## src/rtl/sio_pkg.sv

```systemverilog
// Shared types and helpers for the SingleChannelIO word initiator.
// Access sizes, FSM states and the byte-count decode live here.
package sio_pkg;

    localparam int unsigned SIO_DATA_W = 64;
    localparam int unsigned SIO_BYTE_W = 8;

    typedef enum logic [1:0] {
        SZ_B,
        SZ_H,
        SZ_W,
        SZ_D
    } sio_size_e;

    typedef enum logic [1:0] {
        IDLE,
        ISSUE,
        RESP
    } sio_init_state_e;

    function automatic logic [3:0] sio_bytes(sio_size_e sz);
        return 4'd1 << sz;
    endfunction

endpackage

```

## src/rtl/sio_word_initiator_if.sv

```systemverilog
// Core-side request/response bundle and the SingleChannelIO byte bus.
// Initiator takes the slave side of the core bundle and the master side of the bus.
interface sio_core_if #(
    parameter int ADDR_W = 64
);
    logic              req_valid;
    logic              req_ready;
    logic              req_write;
    logic [1:0]        req_size;
    logic [ADDR_W-1:0] req_addr;
    logic [63:0]       req_wdata;
    logic              rsp_valid;
    logic              rsp_ready;
    logic [63:0]       rsp_rdata;
    logic              rsp_error;

    modport master (
        output req_valid, req_write, req_size,
        output req_addr, req_wdata, rsp_ready,
        input  req_ready, rsp_valid, rsp_rdata,
        input  rsp_error
    );

    modport slave (
        input  req_valid, req_write, req_size,
        input  req_addr, req_wdata, rsp_ready,
        output req_ready, rsp_valid, rsp_rdata,
        output rsp_error
    );
endinterface

interface sio_bus_if #(
    parameter int ADDR_W = 64
);
    logic              taskValid;
    logic              rwCtrl;
    logic [ADDR_W-1:0] address;
    logic [7:0]        writeBus;
    logic              taskReady;
    logic              taskError;
    logic [7:0]        readBus;

    modport master (
        output taskValid, rwCtrl, address, writeBus,
        input  taskReady, taskError, readBus
    );

    modport slave (
        input  taskValid, rwCtrl, address, writeBus,
        output taskReady, taskError, readBus
    );
endinterface

```

## src/rtl/sio_word_initiator.sv

```systemverilog
// Runs one 1/2/4/8-byte load/store as a little-endian burst of
// single-byte SingleChannelIO transactions and returns one response.
module sio_word_initiator
    import sio_pkg::*;
#(
    parameter int ADDR_W  = 64,
    parameter int TIMEOUT = 16
) (
    input logic     clk,
    input logic     rst,
    sio_core_if.slave core,
    sio_bus_if.master bus
);

    localparam int CW = $clog2(TIMEOUT + 1);

    sio_init_state_e   state_q, state_d;
    logic              write_q, write_d;
    logic [3:0]        n_q, n_d;
    logic [2:0]        idx_q, idx_d;
    logic [ADDR_W-1:0] addr_q, addr_d;
    logic [63:0]       wdata_q, wdata_d;
    logic [63:0]       acc_q, acc_d;
    logic              err_q, err_d;
    logic [CW-1:0]     wait_q, wait_d;

    logic last_byte;
    logic expired;

    assign last_byte = ({1'b0, idx_q} == (n_q - 4'd1));
    assign expired   = (wait_q == CW'(TIMEOUT - 1));

    always_ff @(posedge clk or posedge rst) begin
        if (rst) begin
            state_q <= IDLE;
            write_q <= 1'b0;
            n_q     <= 4'd1;
            idx_q   <= 3'd0;
            addr_q  <= '0;
            wdata_q <= '0;
            acc_q   <= '0;
            err_q   <= 1'b0;
            wait_q  <= '0;
        end else begin
            state_q <= state_d;
            write_q <= write_d;
            n_q     <= n_d;
            idx_q   <= idx_d;
            addr_q  <= addr_d;
            wdata_q <= wdata_d;
            acc_q   <= acc_d;
            err_q   <= err_d;
            wait_q  <= wait_d;
        end
    end

    always_comb begin
        state_d = state_q;
        write_d = write_q;
        n_d     = n_q;
        idx_d   = idx_q;
        addr_d  = addr_q;
        wdata_d = wdata_q;
        acc_d   = acc_q;
        err_d   = err_q;
        wait_d  = wait_q;

        unique case (state_q)
            IDLE: begin
                if (core.req_valid) begin
                    write_d = core.req_write;
                    n_d     = sio_bytes(sio_size_e'(core.req_size));
                    idx_d   = 3'd0;
                    addr_d  = core.req_addr;
                    wdata_d = core.req_wdata;
                    acc_d   = '0;
                    err_d   = 1'b0;
                    wait_d  = '0;
                    state_d = ISSUE;
                end
            end
            ISSUE: begin
                if (bus.taskReady) begin
                    wait_d = '0;
                    if (bus.taskError) begin
                        err_d   = 1'b1;
                        acc_d   = '0;
                        state_d = RESP;
                    end else begin
                        if (!write_q) begin
                            acc_d[{idx_q, 3'b000} +: 8] = bus.readBus;
                        end
                        if (last_byte) begin
                            state_d = RESP;
                        end else begin
                            idx_d   = idx_q + 3'd1;
                            addr_d  = addr_q + 1'b1;
                            wdata_d = wdata_q >> 8;
                        end
                    end
                end else if (expired) begin
                    // transfer beats expiry when both land on the same edge
                    err_d   = 1'b1;
                    acc_d   = '0;
                    state_d = RESP;
                end else begin
                    wait_d = wait_q + 1'b1;
                end
            end
            RESP: begin
                if (core.rsp_ready) begin
                    state_d = IDLE;
                end
            end
            default: begin
                state_d = IDLE;
            end
        endcase
    end

    assign core.req_ready = (state_q == IDLE);
    assign core.rsp_valid = (state_q == RESP);
    assign core.rsp_rdata = core.rsp_valid ? acc_q : '0;
    assign core.rsp_error = core.rsp_valid & err_q;

    assign bus.taskValid = (state_q == ISSUE);
    assign bus.rwCtrl    = write_q;
    assign bus.address   = addr_q;
    assign bus.writeBus  = wdata_q[7:0];

    a_bus_stable: assert property (
        @(posedge clk) disable iff (rst)
        (bus.taskValid && !bus.taskReady) |=>
        ($stable(bus.address) && $stable(bus.rwCtrl)
         && $stable(bus.writeBus))
    );

    a_rsp_hold: assert property (
        @(posedge clk) disable iff (rst)
        (core.rsp_valid && !core.rsp_ready) |=>
        (core.rsp_valid && $stable(core.rsp_rdata)
         && $stable(core.rsp_error))
    );

    a_exclusive: assert property (
        @(posedge clk) disable iff (rst)
        !(bus.taskValid && core.rsp_valid)
    );

endmodule

```

## src/flat_wrapper.sv

```systemverilog
// flat-port wrapper written by rule: the top's interface ports become plain ports
module sio_word_initiator_flat import sio_pkg::*;
#(
    parameter int ADDR_W  = 64,
    parameter int TIMEOUT = 16
)
  (clk, rst, core_req_valid, core_req_write, core_req_size, core_req_addr, core_req_wdata, core_rsp_ready, core_req_ready, core_rsp_valid, core_rsp_rdata, core_rsp_error, bus_taskValid, bus_rwCtrl, bus_address, bus_writeBus, bus_taskReady, bus_taskError, bus_readBus);
  sio_core_if #(.ADDR_W(ADDR_W)) core_i ();
  sio_bus_if #(.ADDR_W(ADDR_W)) bus_i ();
  input logic clk;
  input logic rst;
  input wire logic [$bits(core_i.req_valid)-1:0] core_req_valid;
  input wire logic [$bits(core_i.req_write)-1:0] core_req_write;
  input wire logic [$bits(core_i.req_size)-1:0] core_req_size;
  input wire logic [$bits(core_i.req_addr)-1:0] core_req_addr;
  input wire logic [$bits(core_i.req_wdata)-1:0] core_req_wdata;
  input wire logic [$bits(core_i.rsp_ready)-1:0] core_rsp_ready;
  output wire logic [$bits(core_i.req_ready)-1:0] core_req_ready;
  output wire logic [$bits(core_i.rsp_valid)-1:0] core_rsp_valid;
  output wire logic [$bits(core_i.rsp_rdata)-1:0] core_rsp_rdata;
  output wire logic [$bits(core_i.rsp_error)-1:0] core_rsp_error;
  output wire logic [$bits(bus_i.taskValid)-1:0] bus_taskValid;
  output wire logic [$bits(bus_i.rwCtrl)-1:0] bus_rwCtrl;
  output wire logic [$bits(bus_i.address)-1:0] bus_address;
  output wire logic [$bits(bus_i.writeBus)-1:0] bus_writeBus;
  input wire logic [$bits(bus_i.taskReady)-1:0] bus_taskReady;
  input wire logic [$bits(bus_i.taskError)-1:0] bus_taskError;
  input wire logic [$bits(bus_i.readBus)-1:0] bus_readBus;
  assign core_i.req_valid = core_req_valid;
  assign core_i.req_write = core_req_write;
  assign core_i.req_size = core_req_size;
  assign core_i.req_addr = core_req_addr;
  assign core_i.req_wdata = core_req_wdata;
  assign core_i.rsp_ready = core_rsp_ready;
  assign core_req_ready = core_i.req_ready;
  assign core_rsp_valid = core_i.rsp_valid;
  assign core_rsp_rdata = core_i.rsp_rdata;
  assign core_rsp_error = core_i.rsp_error;
  assign bus_taskValid = bus_i.taskValid;
  assign bus_rwCtrl = bus_i.rwCtrl;
  assign bus_address = bus_i.address;
  assign bus_writeBus = bus_i.writeBus;
  assign bus_i.taskReady = bus_taskReady;
  assign bus_i.taskError = bus_taskError;
  assign bus_i.readBus = bus_readBus;
  sio_word_initiator #(.ADDR_W(ADDR_W), .TIMEOUT(TIMEOUT)) u_core (.clk(clk), .rst(rst), .core(core_i), .bus(bus_i));
endmodule
```

## config.mk

```make
export PLATFORM = sky130hd
export DESIGN_NAME = sio_word_initiator_flat
export DESIGN_NICKNAME = d
export VERILOG_FILES = /design/src/rtl/sio_pkg.sv /design/src/rtl/sio_word_initiator_if.sv /design/src/rtl/sio_word_initiator.sv /design/src/flat_wrapper.sv
export SDC_FILE = /design/constraint.sdc
export NUM_CORES = 1
export LEC_CHECK = 0
export BUFFER_PORTS_ARGS = -buffer_cell sky130_fd_sc_hd__buf_2
export CORE_MARGIN = 3
export CORE_UTILIZATION = 54
export DETAILED_ROUTE_END_ITERATION = 10
export GPL_ROUTABILITY_DRIVEN = 0
export GPL_TIMING_DRIVEN = 1
export PLACE_DENSITY_LB_ADDON = 0.25
export SETUP_SLACK_MARGIN = 0.02
export SYNTH_ARGS = -nofsm -noshare
export SYNTH_HDL_FRONTEND = slang
export SYNTH_SLANG_ARGS = --single-unit
```

## constraint.sdc

```tcl
create_clock -name clk -period 7.6 [get_ports clk]
set_input_delay 0.76 -clock clk [delete_from_list [all_inputs] [get_ports clk]]
set_output_delay 0.76 -clock clk [all_outputs]
set_load 0.02 [all_outputs]
```

Word-level counts from Yosys, hierarchy flattened
Cells that the tools add are included.
- register bits after elaboration: 208
- output and inout bits: 141
- word-level logic and storage cells: 79
- $add $sub $neg: 5
- eq/ne operators: 14
- shift operators: 3
- mux-type cells: 39
- bitwise gates (word level): 1
- reduce and logical (&&, ||, !) cells: 8
- operators with widths (kind ; count):
    $mux W64 ; 14
    $pmux W64 S2 ; 3
    $add A64 B1 Y64 const B ; 1
    $bwmux W64 ; 1
    $shift A8 B8 Y64 const A ; 1
    $shiftx A8 B8 Y64 ; 1
    $mux W5 ; 3
    $mux W2 ; 6
    $mux W3 ; 4
    $reduce_and A4 Y1 ; 3
    $pmux W5 S2 ; 1
    $ne A2 B2 Y1 const B ; 4
    $neg A6 Y8 ; 1
    $pmux W2 S3 ; 1
    $pmux W3 S2 ; 1
    $add A5 B1 Y5 const B ; 1
    $eq A5 B4 Y1 const B ; 1
    $reduce_and A5 Y1 ; 1
    $eq A3 B4 Y1 ; 1
    $mux W1 ; 4
    $ne A4 B2 Y1 const B ; 1
    $ne A4 B4 Y1 const B ; 1
    $shl A1 B2 Y4 const A ; 1
    $sub A4 B1 Y4 const B ; 1
    other kinds (13) ; 13

Longest topological paths before layout
Gate-level depths: netlist (run 1).
- depth after elaboration: 7
- mapped depth: 10
- depth with buffers taken out: 8

Least setup slack after synthesis (run 1)
OpenSTA, ideal clock, no wires.
- kind: register -> register
- from: reg u_core.addr_q[7], in the netlist u_core.bus.address[7]
- to: reg u_core.addr_q[51], in the netlist u_core.bus.address[51]
- setup time: 0.104 ns
- arrival time: 2.450 ns
- required time: 7.496 ns
- setup slack: 5.047 ns
- stages on the path, launching flop included: 7
- period minus slack after synthesis: 2.553 ns
- cells stage by stage: dfrtp_1 nand4_4 or4_1 buf_2 or4_4 or4_1 o311ai_1
- longest elaborated chain between the ends: 5
- ends and longest elaborated chain (what ; RTL line ; RTL):
    start: declaration ; sio_word_initiator.sv:21 ; logic [ADDR_W-1:0] addr_q, addr_d;
    start signal: assignment ; sio_word_initiator.sv:49 ; addr_q <= addr_d;
    $add A64 B1 Y64 ; sio_word_initiator.sv:97 ; addr_d = addr_q + 1'b1;
    $mux W64 ; sio_word_initiator.sv:93 ; if (last_byte) begin
    $mux W64 ; sio_word_initiator.sv:85 ; if (bus.taskError) begin
    $mux W64 ; sio_word_initiator.sv:83 ; if (bus.taskReady) begin
    $pmux W64 S2 ; sio_word_initiator.sv:68 ; unique case (state_q)
No other way between the ends. The select of a mux whose other input is x is not followed.
A chain may end at the register's enable or synchronous reset.

Worst setup path after layout (run 1)
- from: reg u_core.wait_q[0]
- to: reg u_core.acc_q[25]
- longest elaborated chain between the ends: 3
- ends and longest elaborated chain (what ; RTL line ; RTL):
    start: declaration ; sio_word_initiator.sv:25 ; logic [CW-1:0] wait_q, wait_d;
    start signal: assignment ; sio_word_initiator.sv:53 ; wait_q <= wait_d;
    $eq A5 B4 Y1 ; sio_word_initiator.sv:31 ; assign expired = (wait_q == CW'(TIMEOUT - 1));
    $ne A3 B1 Y1 (no line) ; - ;
    $reduce_and A4 Y1 (no line) ; - ;
    end signal: assignment ; sio_word_initiator.sv:41 ; acc_q <= '0;
    end signal: assignment ; sio_word_initiator.sv:51 ; acc_q <= acc_d;
    end: declaration ; sio_word_initiator.sv:23 ; logic [63:0] acc_q, acc_d;
No other way between the ends.

==> impl_metrics.csv, run 1 <==
group,metric,value,unit
grt,grt_pass1_vias,9603,
timing,min_period,3.40,ns
cts,cts_tree,"done",
timing,fmax,294,MHz
pwr,peakVddDrop,277,µV
timing,drv_slew,0,
synth,yosysWarnings,0,
setup_path,worst_setup_path_start_kind,"flop",
routing,drtAntennaViolNets,0,
pwr,seqPwrFrac,0.357,
floorplanning,die_width,148,µm
timing,max_slew_margin,0.279,
synth,syn-num-nets,1361,
pwr,pwr-share-comb,0.448,
placement,numPlacedInstances,1674,
routing,wire_per_inst,18.6,µm
grt,antenna_found_initial,2,
cts,clk_latency,0.51,ns
cts,cts_setup_buffers,0,
hold_path,min_path_type,"in -> async",
floorplanning,dieHeight,148,µm
floorplanning,start_util,0.554,
placement,port_buffers,285,
final_layout,syn_to_final_growth,20.5,%
synth,ys_seq_elements,208,
synth,avgSynthCellArea,9.01,µm²
synth,yosys_most_used_dff,"dfrtp_1",
final_layout,multi_input_area,5220,µm²
setup_path,timing.critical_path.mode_cell,"ha_1",
synth,synth_cell_types,65,
setup_path,critical_path_required,8.04,ns
grt,grt_overflow,0,
run_status,status,"finished clean",
cts,cts_sinks,208,
grt,grt_first_pass_wirelength,50400,µm
pwr,netSwitchingPower,2.45,mW
routing,firstDrtPassIters,5,
floorplanning,ios,286,
final_layout,fillers,1632,
pwr,p_per_area,409,nW/µm²
timing,setup_viol,0,
timing,final.setup.tns,0,ns
routing,drc,0,
setup_path,cp_max_fo,11,
synth,synth_top_area_cell,"dfrtp_1",
cts,root_buffer,"clkbuf_16",
timing,clock_skew,0.00829,ns
synth,synth_edf_count,0,
placement,place_hpwl,21700,µm
cts,ctsResizeCount,0,
final_layout,final_nets,1589,
grt,grt.total_usage,0.281,
cts,htreeDepth,1,
synth,yosysSeqAreaShare,0.480,
floorplanning,dieArea,21800,µm²
job,maxCapViolations,0,
routing,vias,10400,
final_layout,final_common_cell,"buf_2",
final_layout,final_cell_mix,"285 x buf_2, 207 x dfrtp_1, 160 x nor2_1",
cts,ctsHoldBuffers,0,
synth,async_reset_ff_frac,1.00,
timing,whs,0.380,ns
routing,vias_per_cell,6.07,
synth,ys_top_cells_by_area,"dfrtp_1 48%, nor2_1 5.6%, a22o_1 5.3%",
timing,tightest_slew,1.08,ns
final_layout,layoutNonFillerInstCount,1718,
pwr,p_clk_frac,0.195,
pwr,p_sw_frac,0.457,
setup_path,slowest_delay,0.85,ns
synth,netlist.area_leader.share,0.477,
setup_path,slowest_stage,"o31ai_1",
timing,timing.final.crit_share,0.448,
floorplanning,fp-row-count,51,
grt,grt_max_degree,123,
final_layout,drive_gt1_frac,0.246,
setup_path,criticalPathCategory,"reg -> reg",
routing,finalWirelength,32000,µm
floorplanning,core,19600,µm²
setup_path,end_kind,"flop",
synth,postSynthCellCount,1205,
synth,synthesis.area,10900,µm²
cts,cts_buffers,22,
pwr,leakagePower,5.94,nW
pwr,p_int,2.91,mW
routing,drt_iter0_drc,900,
setup_path,crit_chain,"ha_1, and3_1, ha_1, nor2_1, o31ai_1, nand2_1, nor3_1, a22o_1",
final_layout,seqCellArea,5210,µm²
cts,cts_buffer_depth,3,
cts,path_clk_slew,0.06,ns
timing,rsz0062_at_grt,"no",
timing,hold_viol_final,0,
setup_path,arrival,3.84,ns
logic make-up (layout without fill, tap and decap cells):
kind of cell             count (synthesis)  after routing  synth area share
flip-flops                             208            208             0.480
AO/OA/AOI/OAI                          354            354             0.224
buffers and inverters                  115            358            0.0426
AND/OR/NAND/NOR                        512            512             0.237
multiplexers                             1              1          0.000922
adder cells (fa/ha/maj)                 11             11            0.0127
other                                    0              5                 0
XOR/XNOR                                 4              4           0.00323
through the flow:
step / area, µm² / total power [mW] / setup slack [ns] / util
after floorplan: 10900 / 3.60 / 1.16 / -
after global placement: 12400 / 4.22 / 4.25 / 0.631
after detailed placement: 12400 / 4.29 / 4.16 / 0.631
after CTS: 13100 / 5.34 / 4.24 / 0.667
after global routing: 13100 / 5.73 / 3.86 / 0.667
final: 13100 / 5.35 / 4.20 / 0.667
power by group through the flow:
stage          sequential, mW  clock [mW]  combinational (mW)
6_report                 1.91        1.04                2.40
2_1_floorplan            2.01           0                1.58
4_1_cts                  1.89        1.06                2.39
3_3_place_gp             1.90           0                2.32
3_5_place_dp             1.91           0                2.39
5_1_grt                  1.97        1.11                2.65
synthesized netlist by cell type, types with 4 or more instances:
library cell,n
and3_1,16
buf_1,10
nand3b_1,4
o211ai_1,16
a21o_1,9
o21ai_0,41
or3_1,18
a22o_1,66
o311ai_0,7
nand4_1,32
buf_4,8
nor3_1,17
dfrtp_1,207
o32ai_1,5
nand2b_1,5
o21ai_1,6
clkbuf_1,75
nand2_1,99
a22oi_1,5
a31oi_1,8
a2bb2oi_1,6
inv_1,20
nor2_1,161
o22ai_1,73
or4_1,7
nand3_1,41
and2_1,69
ha_1,11
o31ai_1,8
o22a_1,8
nor4_1,21
and4_1,4
a21oi_1,67
worst paths after layout:
kind / from / endpoint / slack (ns) / depth (start not counted)
worst max-delay path: u_core.wait_q[0] / u_core.acc_q[25] / 4.20 / 8
worst min-delay path: rst / u_core.wdata_q[4] / 0.38 / 2
worst max register to register: u_core.wait_q[0] / u_core.acc_q[25] / 4.20 / 8
worst min register to register: u_core.acc_q[34] / u_core.acc_q[34] / 0.47 / 2
max in group asynchronous: rst / u_core.bus.address[40] / 5.62 / 3
min in group clk: u_core.acc_q[34] / u_core.acc_q[34] / 0.47 / 2
registers in the layout, summed over array words and instances, names as in the netlist:
signal	count
u_core.bus.address	64
u_core.state_q	2
u_core.idx_q	3
u_core.bus.rwCtrl	1
u_core.n_q	4
u_core.wait_q	5
u_core.err_q	1
u_core.acc_q	64
u_core.wdata_q	64
metal layers:
metal	GRT usage	wire length, µm	vias to the layer above
met4	0.0895	886	0
met5	0	0	-
met1	0.391	13200	4940
li1	-	-	4904
met3	0.0494	2900	68
met2	0.453	15000	519
cell type report:
| type | count | area share |
|---|---|---|
| Multi-Input combinational cell | 882 | 0.399 |
| Sequential cell | 208 | 0.398 |
| Timing Repair Buffer | 298 | 0.117 |
| Clock buffer | 28 | 0.0454 |
| Tap cell | 265 | 0.0254 |
| Clock inverter | 11 | 0.00765 |
| Inverter | 21 | 0.00660 |
| Antenna cell | 5 | 0.000957 |
worst max-delay path: cells and delay by family (launching register included):
kind / cells / cell delay [ns]
and+or+nand+nor: 4 / 1.43
AOI/OAI and AO/OA: 2 / 1.09
adders and majority gates: 2 / 0.43
DFF: 1 / 0.38
Power figures use the tool's default switching activity.
==> run 2, diff against run 1 <==
clock period = 3.6 ns   (was 7.6 ns; I/O delays follow)
==> run 2 against run 1 <==
Compared with the run above:
- critical path depth increased by 1
- first-iteration DRC count decreased by 23%
- wire length increased by 2.0%
- global-route usage increased by 0.63 points
- register-to-register slack got worse by 3.7 ns
- setup slack got worse by 3.7 ns
- clock skew increased by 0.0035 ns
- clock-buffer cell count increased by 4
- sequential share of layout area decreased by 0.71 points
- via count increased by 1.7%
- power increased by 120%
- fmax increased by 10%
- critical endpoint is now u_core.bus.address[41]
- highest routed layer is now met5
==> impl_metrics.csv, run 2 (same netlist as run 1, synthesis figures left out) <==
group,metric,value,unit
final_layout,final_cell_mix,"285 x buf_2, 207 x dfrtp_1, 160 x nor2_1",
floorplanning,dieHeight,148,µm
grt,grt_pass1_vias,10100,
pwr,p_per_area,875,nW/µm²
setup_path,end_kind,"flop",
timing,min_period,3.09,ns
routing,vias_per_cell,6.11,
timing,worst_slack,0.511,ns
grt,grt.total_usage,0.287,
floorplanning,fp-row-count,51,
grt,grt_first_pass_wirelength,52100,µm
final_layout,drive_gt1_frac,0.258,
placement,pre_cts_ws,0.562,ns
hold_path,min_path_type,"in -> reg",
timing,fmax,324,MHz
routing,drtAntennaViolNets,0,
cts,htreeDepth,1,
routing,wire_per_inst,18.8,µm
cts,cts_tree,"done",
floorplanning,dieArea,21800,µm²
timing,hold_viol_final,0,
final_layout,final_nets,1610,
floorplanning,ios,286,
cts,cts_buffer_depth,3,
final_layout,final_common_cell,"buf_2",
timing,whs,0.0799,ns
cts,path_clk_slew,0.06,ns
cts,clk_latency,0.51,ns
setup_path,arrival,3.49,ns
timing,rsz0062_at_grt,"no",
run_status,status,"finished clean",
routing,drt_iter0_drc,696,
setup_path,criticalPathCategory,"reg -> reg",
timing,max_slew_margin,0.441,
grt,grt_max_degree,123,
timing,drv_slew,0,
cts,cts_buffers,23,
cts,root_buffer,"clkbuf_16",
pwr,leakagePower,6.08,nW
placement,place_hpwl,22700,µm
timing,timing.final.crit_share,0.858,
floorplanning,core,19600,µm²
floorplanning,die_width,148,µm
timing,tightest_slew,0.837,ns
setup_path,cp_max_fo,20,
timing,clock_skew,0.0118,ns
final_layout,syn_to_final_growth,22.7,%
grt,grt_overflow,0,
timing,setup_viol,0,
routing,drc,0,
cts,cts_sinks,208,
job,maxCapViolations,0,
floorplanning,start_util,0.554,
routing,vias,10600,
pwr,p_total,11.6,mW
setup_path,r2r_slack,0.51,ns
setup_path,critical_path_required,4.00,ns
routing,firstDrtPassIters,5,
setup_path,worst_setup_path_start_kind,"flop",
placement,port_buffers,285,
routing,finalWirelength,32600,µm
pwr,peakVddDrop,496,µV
timing,final.setup.tns,0,ns
grt,antenna_found_initial,3,
## run 2: worst max-delay path, cell delays in order, from the launching register on
cell and delay [ns]:
dfstp_2 0.56, inv_1 0.06, ha_1 0.23, xor2_1 0.21, a31oi_1 0.22, a211oi_4 0.76
buf_4 0.36, buf_4 0.22, a21oi_1 0.05, o2bb2a_1 0.31
## run 2: worst paths after layout
check,from,end,cells after the start
hold / removal,core_req_wdata[57],u_core.wdata_q[57],2
max in group asynchronous,rst,u_core.acc_q[33],4
hold reg to reg,u_core.acc_q[32],u_core.acc_q[32],2
setup reg to reg,u_core.n_q[0],u_core.bus.address[41],9
min in group asynchronous,rst,u_core.bus.address[57],3
setup / recovery,u_core.n_q[0],u_core.bus.address[41],9
## run 2: area by class of cell
cell class | count | area [µm²]
fill | 1631 | 6270
antenna | 1 | 2.50
timing repair buffer | 318 | 1710
multi-input combinational | 882 | 5220
sequential | 208 | 5210
clock inverter | 9 | 76.3
clock buffer | 32 | 679
tap | 265 | 332
inverter | 21 | 82.6
## run 2: what timing repair did
action                                 4_1_cts  5_1_grt
buffers inserted                             0        0
endpoints found under the hold margin       21        0
hold buffers                                 1        0
resized for setup                            0        0
## run 2: per-layer routing
metal / global-route usage / vias up / wire length (µm)
met5: 0 / - / 21
met4: 0.0801 / 4 / 723
li1: - / 4936 / -
met2: 0.476 / 498 / 15600
met3: 0.0601 / 71 / 2940
met1: 0.387 / 5102 / 13400
## run 2: report_power, final
part / internal [mW] / switching, mW / total (mW) / leakage (nW)
Sequential: 3.16 / 0.885 / 4.04 / 2.55
Combinational: 1.86 / 3.41 / 5.27 / 3.15
Clock: 1.39 / 0.954 / 2.34 / 0.378
Total: 6.40 / 5.25 / 11.6 / 6.08
## run 2: through the flow
step | instance area, µm² | cells | utilization
2_1_floorplan | 10900 | 1205 | -
3_3_place_gp | 12500 | 1693 | 0.640
3_5_place_dp | 12500 | 1693 | 0.640
4_1_cts | 13300 | 1735 | 0.680
5_1_grt | 13300 | 1736 | 0.680
6_report | 13300 | 1736 | 0.680
